===== config.mk =====
export PLATFORM = sky130hd
export DESIGN_NAME = uart_cmd_decoder
export DESIGN_NICKNAME = d
export VERILOG_FILES = /design/src/rtl/uart_cmd_decoder_pkg.sv /design/src/rtl/uart_cmd_decoder_timeout_counter.sv /design/src/rtl/uart_cmd_decoder.sv
export SDC_FILE = /design/constraint.sdc
export NUM_CORES = 1
export LEC_CHECK = 0
export ABC_AREA = 1
export CORE_MARGIN = 4
export CORE_UTILIZATION = 55
export DETAILED_ROUTE_END_ITERATION = 12
export PLACE_DENSITY = 0.75
export SLEW_MARGIN = 20
export SYNTH_ARGS = -nofsm -noshare
export SYNTH_HDL_FRONTEND = slang
export SYNTH_SLANG_ARGS = --single-unit

===== constraint.sdc =====
create_clock -name clk -period 2.9 [get_ports clk]
set_input_delay 0.58 -clock clk [delete_from_list [all_inputs] [get_ports clk]]
set_output_delay 0.58 -clock clk [all_outputs]
set_load 0.005 [all_outputs]

===== src/rtl/uart_cmd_decoder_pkg.sv =====
// Shared definitions for the UART command decoder: FSM states, ASCII codes,
// time-field limits and small byte-classification helpers.
package uart_cmd_pkg;

   typedef enum logic [1:0] {
      ST_IDLE    = 2'd0,
      ST_COLLECT = 2'd1,
      ST_CHECK   = 2'd2
   } state_t;

   localparam logic [7:0] CH_R     = 8'h52;
   localparam logic [7:0] CH_C     = 8'h43;
   localparam logic [7:0] CH_M     = 8'h4D;
   localparam logic [7:0] CH_T     = 8'h54;
   localparam logic [7:0] CH_ESC   = 8'h1B;
   localparam logic [7:0] CH_CR    = 8'h0D;
   localparam logic [7:0] CH_LF    = 8'h0A;
   localparam logic [7:0] CH_SPACE = 8'h20;
   localparam logic [7:0] CH_0     = 8'h30;
   localparam logic [7:0] CH_9     = 8'h39;

   localparam logic [6:0] HOUR_MAX = 7'd23;
   localparam logic [6:0] MIN_MAX  = 7'd59;
   localparam logic [6:0] SEC_MAX  = 7'd59;

   // Folds 'a'..'z' onto 'A'..'Z' so command matching is case-insensitive.
   function automatic logic [7:0] to_upper(input logic [7:0] b);
      if (b >= 8'h61 && b <= 8'h7A) begin
         return b - 8'h20;
      end
      return b;
   endfunction

   function automatic logic is_digit(input logic [7:0] b);
      return (b >= CH_0) && (b <= CH_9);
   endfunction

endpackage


===== src/rtl/uart_cmd_decoder_timeout_counter.sv =====
// Inter-byte watchdog: counts enabled cycles since the last clear and flags
// the cycle in which the TIMEOUT_CYCLES-th quiet cycle elapses.
module cmd_timeout_counter #(
   parameter int TIMEOUT_CYCLES = 100_000_000,
   parameter int CNT_W          = 27
) (
   input  logic clk,
   input  logic reset,
   input  logic i_clear,
   input  logic i_enable,
   output logic o_expired
);

   localparam logic [CNT_W-1:0] LAST = CNT_W'(TIMEOUT_CYCLES - 1);

   logic [CNT_W-1:0] cnt_q;
   logic [CNT_W-1:0] cnt_d;

   // A clear in the same cycle always suppresses expiry, so a byte wins a tie.
   assign o_expired = i_enable & ~i_clear & (cnt_q == LAST);

   always_comb begin
      cnt_d = cnt_q;
      if (i_clear || o_expired) begin
         cnt_d = '0;
      end else if (i_enable) begin
         cnt_d = cnt_q + 1'b1;
      end
   end

   always_ff @(posedge clk or posedge reset) begin
      if (reset) begin
         cnt_q <= '0;
      end else begin
         cnt_q <= cnt_d;
      end
   end

endmodule


===== src/rtl/uart_cmd_decoder.sv =====
// Decodes UART bytes into one-cycle control pulses and parses the
// "T HHMMSS" set-time command into validated binary time fields.
module uart_cmd_decoder
   import uart_cmd_pkg::*;
#(
   parameter int TIMEOUT_CYCLES = 100_000_000,
   parameter int CNT_W          = 27
) (
   input  logic       clk,
   input  logic       reset,
   input  logic [7:0] i_rx_data,
   input  logic       i_rx_done,
   output logic       o_run_stop,
   output logic       o_clear,
   output logic       o_mode,
   output logic       o_set_valid,
   output logic [4:0] o_set_hour,
   output logic [5:0] o_set_min,
   output logic [5:0] o_set_sec,
   output logic       o_cmd_err,
   output logic       o_busy
);

   state_t          state_q, state_d;
   logic [2:0]      idx_q, idx_d;
   logic [5:0][3:0] digits_q, digits_d;
   logic            done_q;
   logic            run_q, run_d;
   logic            clr_q, clr_d;
   logic            mode_q, mode_d;
   logic            valid_q, valid_d;
   logic            err_q, err_d;
   logic            busy_q, busy_d;
   logic [4:0]      hour_q, hour_d;
   logic [5:0]      min_q, min_d;
   logic [5:0]      sec_q, sec_d;

   logic            ev;
   logic            expired;
   logic [7:0]      ch;
   logic [6:0]      hh, mm, ss;

   // One event per byte no matter how long the receiver holds done high.
   assign ev = i_rx_done & ~done_q;
   assign ch = to_upper(i_rx_data);

   assign hh = 7'(digits_q[0]) * 7'd10 + 7'(digits_q[1]);
   assign mm = 7'(digits_q[2]) * 7'd10 + 7'(digits_q[3]);
   assign ss = 7'(digits_q[4]) * 7'd10 + 7'(digits_q[5]);

   cmd_timeout_counter #(
      .TIMEOUT_CYCLES (TIMEOUT_CYCLES),
      .CNT_W          (CNT_W)
   ) u_timeout (
      .clk       (clk),
      .reset     (reset),
      .i_clear   (ev | (state_q != ST_COLLECT)),
      .i_enable  (state_q == ST_COLLECT),
      .o_expired (expired)
   );

   always_comb begin
      state_d  = state_q;
      idx_d    = idx_q;
      digits_d = digits_q;
      run_d    = 1'b0;
      clr_d    = 1'b0;
      mode_d   = 1'b0;
      valid_d  = 1'b0;
      err_d    = 1'b0;
      hour_d   = hour_q;
      min_d    = min_q;
      sec_d    = sec_q;

      case (state_q)
         ST_IDLE: begin
            if (ev) begin
               case (ch)
                  CH_R: run_d  = 1'b1;
                  CH_C: clr_d  = 1'b1;
                  CH_M: mode_d = 1'b1;
                  CH_T: begin
                     state_d = ST_COLLECT;
                     idx_d   = 3'd0;
                  end
                  CH_CR, CH_LF, CH_SPACE: ;
                  default: err_d = 1'b1;
               endcase
            end
         end
         ST_COLLECT: begin
            if (ev) begin
               if (is_digit(i_rx_data)) begin
                  digits_d[idx_q] = i_rx_data[3:0];
                  if (idx_q == 3'd5) begin
                     state_d = ST_CHECK;
                  end else begin
                     idx_d = idx_q + 3'd1;
                  end
               end else begin
                  err_d   = (i_rx_data != CH_ESC);
                  state_d = ST_IDLE;
               end
            end else if (expired) begin
               err_d   = 1'b1;
               state_d = ST_IDLE;
            end
         end
         ST_CHECK: begin
            // Any byte event landing here is intentionally dropped.
            if (hh <= HOUR_MAX && mm <= MIN_MAX && ss <= SEC_MAX) begin
               valid_d = 1'b1;
               hour_d  = hh[4:0];
               min_d   = mm[5:0];
               sec_d   = ss[5:0];
            end else begin
               err_d = 1'b1;
            end
            state_d = ST_IDLE;
         end
         default: state_d = ST_IDLE;
      endcase

      busy_d = (state_d != ST_IDLE);
   end

   always_ff @(posedge clk or posedge reset) begin
      if (reset) begin
         state_q  <= ST_IDLE;
         idx_q    <= '0;
         digits_q <= '0;
         done_q   <= 1'b0;
         run_q    <= 1'b0;
         clr_q    <= 1'b0;
         mode_q   <= 1'b0;
         valid_q  <= 1'b0;
         err_q    <= 1'b0;
         busy_q   <= 1'b0;
         hour_q   <= '0;
         min_q    <= '0;
         sec_q    <= '0;
      end else begin
         state_q  <= state_d;
         idx_q    <= idx_d;
         digits_q <= digits_d;
         done_q   <= i_rx_done;
         run_q    <= run_d;
         clr_q    <= clr_d;
         mode_q   <= mode_d;
         valid_q  <= valid_d;
         err_q    <= err_d;
         busy_q   <= busy_d;
         hour_q   <= hour_d;
         min_q    <= min_d;
         sec_q    <= sec_d;
      end
   end

   assign o_run_stop  = run_q;
   assign o_clear     = clr_q;
   assign o_mode      = mode_q;
   assign o_set_valid = valid_q;
   assign o_set_hour  = hour_q;
   assign o_set_min   = min_q;
   assign o_set_sec   = sec_q;
   assign o_cmd_err   = err_q;
   assign o_busy      = busy_q;

endmodule


Word-level counts from Yosys, hierarchy flattened

Cells that the tools add are included.

$add $sub $neg: 6
$mul: 3
Divide/modulo/power cells: 0
$lt $le $gt $ge: 9
Equal/unequal tests: 18
Shift operators: 0
Muxes and demuxes: 39
Bitwise gates (word level): 6
Reductions and logical operators: 14

Operators by type and width:

| kind                  | count |
|---|---|
| $mux 27               | 2 |
| $eq 8x7->1 const B    | 4 |
| $add 27x1->27 const B | 1 |
| $eq 27x27->1 const B  | 1 |
| $bwmux 24             | 1 |
| $add 7x4->7           | 3 |
| $mul 4x3->6 const B   | 3 |
| $mux 1                | 18 |
| $eq 8x4->1 const B    | 2 |
| $mux 8                | 2 |
| $mux 3                | 5 |
| $le 7x6->1 const B    | 2 |
| $demux 4 s3           | 1 |
| $mux 2                | 6 |
| $eq 8x6->1 const B    | 1 |
| $ge 8x6->1 const B    | 1 |
| $ge 8x7->1 const B    | 1 |
| $le 8x6->1 const B    | 1 |
| $le 8x7->1 const B    | 1 |
| $ne 2x2->1 const B    | 4 |
| $ne 8x5->1 const B    | 1 |
| $sub 8x6->8 const B   | 1 |
| $le 7x5->1 const B    | 1 |
| $reduce_or 7->1       | 1 |
| other kinds (21)      | 31 |

Bits in registers: 80
Latch bits: 0
Bits in writable memories: 0
Bits in read-only memories: 0
Input bits: 11
Output and inout port bits: 23
Word-level logic and storage cells: 114
Memories kept: 0

Logic depth before layout (Yosys ltp)

Word-level depth: 10
Mapped depth: 16
Mapped depth without buffers: 14

Modules after synthesis

From an unflattened synthesis, not the netlist that was laid out.

Cell total of the unflattened synthesis: 632
Area, all modules: 4932.2 µm²

By module, submodules not included:

| module              | times used | cells each | area an instance (µm²) | seq. area each (µm²) |
|---|---|---|---|---|
| uart_cmd_decoder    | 1          | 369        | 3155.5                 | 1326.3 |
| cmd_timeout_counter | 1          | 263        | 1776.7                 | 675.6 |

Worst setup path after synthesis

No wires, ideal clock.

Path type: register to register
Start point: reg digits_q[9] (netlist name)
End point: reg hour_q[3] (netlist: o_set_hour[3])
Library setup time: 117 ps
Arrival time: 2509 ps
Data required time: 2783 ps
Path slack: 273 ps
Cell stages (with the launch flop): 16
Buffers on the path: 1
Clock period less this slack: 2627 ps
Cell sequence: dfrtp_1 ha_1 ha_1 inv_1 fa_1 nor2_1 nand4_1 nand2_1 nand2_1 nand2_1 nand2_1 nor2_2 nand3_4 buf_6 nand2_1 nand2_1

Word-level cells in the longest chain between the ends: 6

RTL lines:

| what                              | line                    | RTL |
|---|---|---|
| from (decl)                       | uart_cmd_decoder.sv:26  | `logic [5:0][3:0] digits_q, digits_d;` |
| from (signal assigned)            | uart_cmd_decoder.sv:145 | `digits_q <= digits_d;` |
| $mul 4x3->6                       | uart_cmd_decoder.sv:48  | `assign mm = 7'(digits_q[2]) * 7'd10 + 7'(digits_q[3]);` |
| $add 7x4->7                       | uart_cmd_decoder.sv:48  |  |
| $le 7x6->1                        | uart_cmd_decoder.sv:111 | `if (hh <= HOUR_MAX && mm <= MIN_MAX && ss <= SEC_MAX) begin` |
| $logic_and 1x1->1 (2 in series)   | uart_cmd_decoder.sv:111 |  |
| $reduce_and 2->1 (no source line) | n/a                     |  |
| to (signal assigned)              | uart_cmd_decoder.sv:153 | `hour_q <= hour_d;` |
| to (decl)                         | uart_cmd_decoder.sv:34  | `logic [4:0] hour_q, hour_d;` |

Every way passes these cells.
A chain may end at the register's enable or synchronous reset.

Worst setup path after layout

Start point: reg digits_q[11] (netlist name)
End point: reg sec_q[0] (netlist: o_set_sec[0])

Word-level cells in the longest chain between the ends: 6

RTL lines:

| what                              | line                    | RTL |
|---|---|---|
| $mul 4x3->6                       | uart_cmd_decoder.sv:48  |  |
| $add 7x4->7                       | uart_cmd_decoder.sv:48  |  |
| $le 7x6->1                        | uart_cmd_decoder.sv:111 |  |
| $logic_and 1x1->1 (2 in series)   | uart_cmd_decoder.sv:111 |  |
| $reduce_and 2->1 (no source line) | n/a                     |  |
| to (signal assigned)              | uart_cmd_decoder.sv:141 | `sec_q <= '0;` |
| to (signal assigned)              | uart_cmd_decoder.sv:155 | `sec_q <= sec_d;` |
| to (decl)                         | uart_cmd_decoder.sv:36  | `logic [5:0] sec_q, sec_d;` |

Every way passes these cells.

==> results.yml <==
worst_setup_path:
  ff2ff_setup_slack_ps: 260
  startpoint: "digits_q[11]"
  r2r_cells: 14
  reg2reg_from: "digits_q[11]"
  cp.required_ps: 3160
  endpoint_kind: "flop"
  start_kind: "flop"
  critPathArrivalTime_ps: 2900
  crit_end: "o_set_sec[0]"
  path_class: "flop to flop"
  crit_fanout: 9
  rr_endpoint: "o_set_sec[0]"
hold_path:
  hp-class: "flop to flop"
  min_path_cells: 1
finish:
  diodes: 0
  final_nets: 704
  syn_to_final_growth_pct: 15.7
  layout-drive-gt1-share: 0.0540
  fillers: 713
  multi_input_area_mm2: 0.00241
  regArea_mm2: 0.00200
  stdcell_area_mm2: 0.00547
sta:
  final-setup-viol-count: 0
  period_share: 0.911
  finalMaxSlewViolations: 0
  tightest_slew_ps: 591
  relSlewSlack: 0.605
  finalSetupTns_ps: 0
  fin_hold_ws_ps: 469
  rsz0062_at_grt: "no"
  fmax_mhz: 379
  finalHoldViolations: 0
  finalClockSkew_ps: 8.84
  period_minus_slack_ps: 2640
floorplanning:
  fp.coreArea_mm2: 0.00830
  die_area_mm2: 0.0101
  die_w_um: 101
  die_h_um: 101
  num_rows: 33
  start_util: 0.569
  ioPinCount: 34
power:
  p_leak_nw: 2.66
  power_density_mw_per_mm2: 389
  ir_drop_mv: 0.255
  power.total_w: 0.00212
yosys:
  yosysUniqueCellTypes: 31
  yosysSeqAreaShare: 0.424
  synth_area_mm2: 0.00473
  synth_top_area_frac: 0.424
  synthesis.nets: 657
  synth.area.top_cells: "dfrtp_1, nand2_1, nor2_1, ha_1, inv_1"
  synth_top_area_cell: "dfrtp_1"
  syn_avg_cell_area_um2: 7.67
  netlist_instances: 616
  synth_warnings: 0
  yosys_register_bits: 80
clock_tree:
  htree_levels: 3
  insertion_delay_ps: 360
  path_clk_slew_ps: 90
  cts_buffer_depth: 2
  cts-root-buf: "clkbuf_8"
  cts-buffers-inserted: 9
  cts_tree: "built"
  cts.sinks: 80
  postCtsHoldBufs: 0
run_status:
  status: "finished, final reports clean"
global_routing:
  track_usage: 0.229
  grt_pass1_vias: 4096
  grt_max_degree: 49
  overflow: 0
  grt_pass1_wl_mm: 18.6
  antenna_found_initial: 0
flow_run:
  drv_cap: 0
route:
  finalWirelength_mm: 10.9
  via_per_inst: 5.44
  postRouteAntennaNets: 0
  drc: 0
  vias: 4202
  drt-initial-drc-count: 196
  post_drt_wl_per_cell_um: 14.1
  first_pass_iters: 5
placed_design:
  gp_congestion: 0.927
  dpl-instance-area_mm2: 0.00523
  hpwl_mm: 8.24
  portBuffers: 33
-- per-layer routing --
metal  vias to the layer above  global-route usage  wire length, µm
li1                       2101                   -                -
met1                      1983               0.312             5100
met2                        96               0.365             5070
met3                        22              0.0332              444
met4                         0              0.0984              262
met5                         -                   0                0
-- logic make-up (layout without fill, tap and decap cells) --
family,after synthesis,after routing,synth area share
buffers and inverters,84,134,0.0702
adder cells (fa/ha/maj),30,30,0.0890
AO/OA/AOI/OAI,55,55,0.0601
XOR/XNOR,16,16,0.0297
flip-flops,80,80,0.424
AND/OR/NAND/NOR,351,352,0.328
-- cell usage in the layout (no fill, tap or decap), types with 6 or more instances in the layout --
cell / n
nand2_1: 165
nor2_1: 83
dfrtp_1: 80
inv_1: 74
nand4_1: 34
o21ai_0: 33
clkdlybuf4s50_1: 33
nand3_1: 31
ha_1: 24
nor3_1: 18
a21oi_1: 17
xor2_1: 10
buf_4: 10
clkbuf_8: 9
xnor2_1: 6
fa_1: 6
-- worst max-delay path, stage by stage (launching register included) --
cell and delay, ps:
dfrtp_1 420, ha_1 300, ha_1 200, inv_1 60
fa_1 430, nor2_1 160, nand4_1 120, nand2_1 80
nand2_1 50, nand2_1 60, nand2_1 80, nor2_4 200
nand3_2 220, nand2_1 120, nand2_1 50
-- how the worst min path moves through the flow --
stage	from	end	slack, ps
5_1_grt	u_timeout.cnt_q[0]	u_timeout.cnt_q[0]	490
3_3_place_gp	u_timeout.cnt_q[0]	u_timeout.cnt_q[0]	450
4_1_cts	u_timeout.cnt_q[0]	u_timeout.cnt_q[0]	470
3_5_place_dp	o_set_sec[4]	o_set_sec[4]	460
2_1_floorplan	u_timeout.cnt_q[0]	u_timeout.cnt_q[0]	430
6_report	u_timeout.cnt_q[0]	u_timeout.cnt_q[0]	470
-- synth_stat cells (all sizes together) --
library cell  instances
xnor2                 6
or2                   2
fa                    6
nor3                 20
and2                  2
nand4                34
nor3b                 5
buf                   6
nor4                  4
o21ai                35
ha                   24
nand3                32
nand3b                2
nand2               165
a21oi                17
inv                  75
dfrtp                80
a21boi                1
a31oi                 2
clkbuf                3
xor2                 10
nor2                 85
-- power by group --
| part | leakage [nW] | switching, W | internal (W) |
|---|---|---|---|
| Clock | 0.106 | 0.000427 | 0.000486 |
| Sequential | 1.11 | 0.00000139 | 0.00112 |
| Combinational | 1.43 | 0.0000641 | 0.0000296 |
| Total | 2.66 | 0.000493 | 0.00163 |
-- layout make-up --
type | count | area share
multi-input combinational | 453 | 0.441
sequential | 80 | 0.366
timing repair buffer | 44 | 0.0778
inverter | 75 | 0.0517
tap | 105 | 0.0240
clock buffer | 9 | 0.0227
clock inverter | 6 | 0.0172
-- through the flow --
| stage | utilization | setup slack, ps | std cells |
|---|---|---|---|
| floorplan | - | 268 | 616 |
| global placement | 0.630 | 249 | 755 |
| detailed placement | 0.630 | 121 | 755 |
| CTS | 0.656 | 187 | 770 |
| global route | 0.659 | 8.02 | 772 |
| finish | 0.659 | 258 | 772 |
-- state kept, by name, summed over array words and instances, names as in the netlist, 2 cells and up --
name	cells
digits_q	24
o_set_hour	5
idx_q	3
o_set_min	6
o_set_sec	6
state_q	2
u_timeout.cnt_q	27
-- what timing repair did --
item / 4_1_cts / 5_1_grt
gates resized for setup: 0 / 2
buffers inserted: 0 / 1
endpoints found under the hold margin: 0 / 0
endpoints found under the setup margin: 0 / 17
Power figures use the tool's default switching activity.
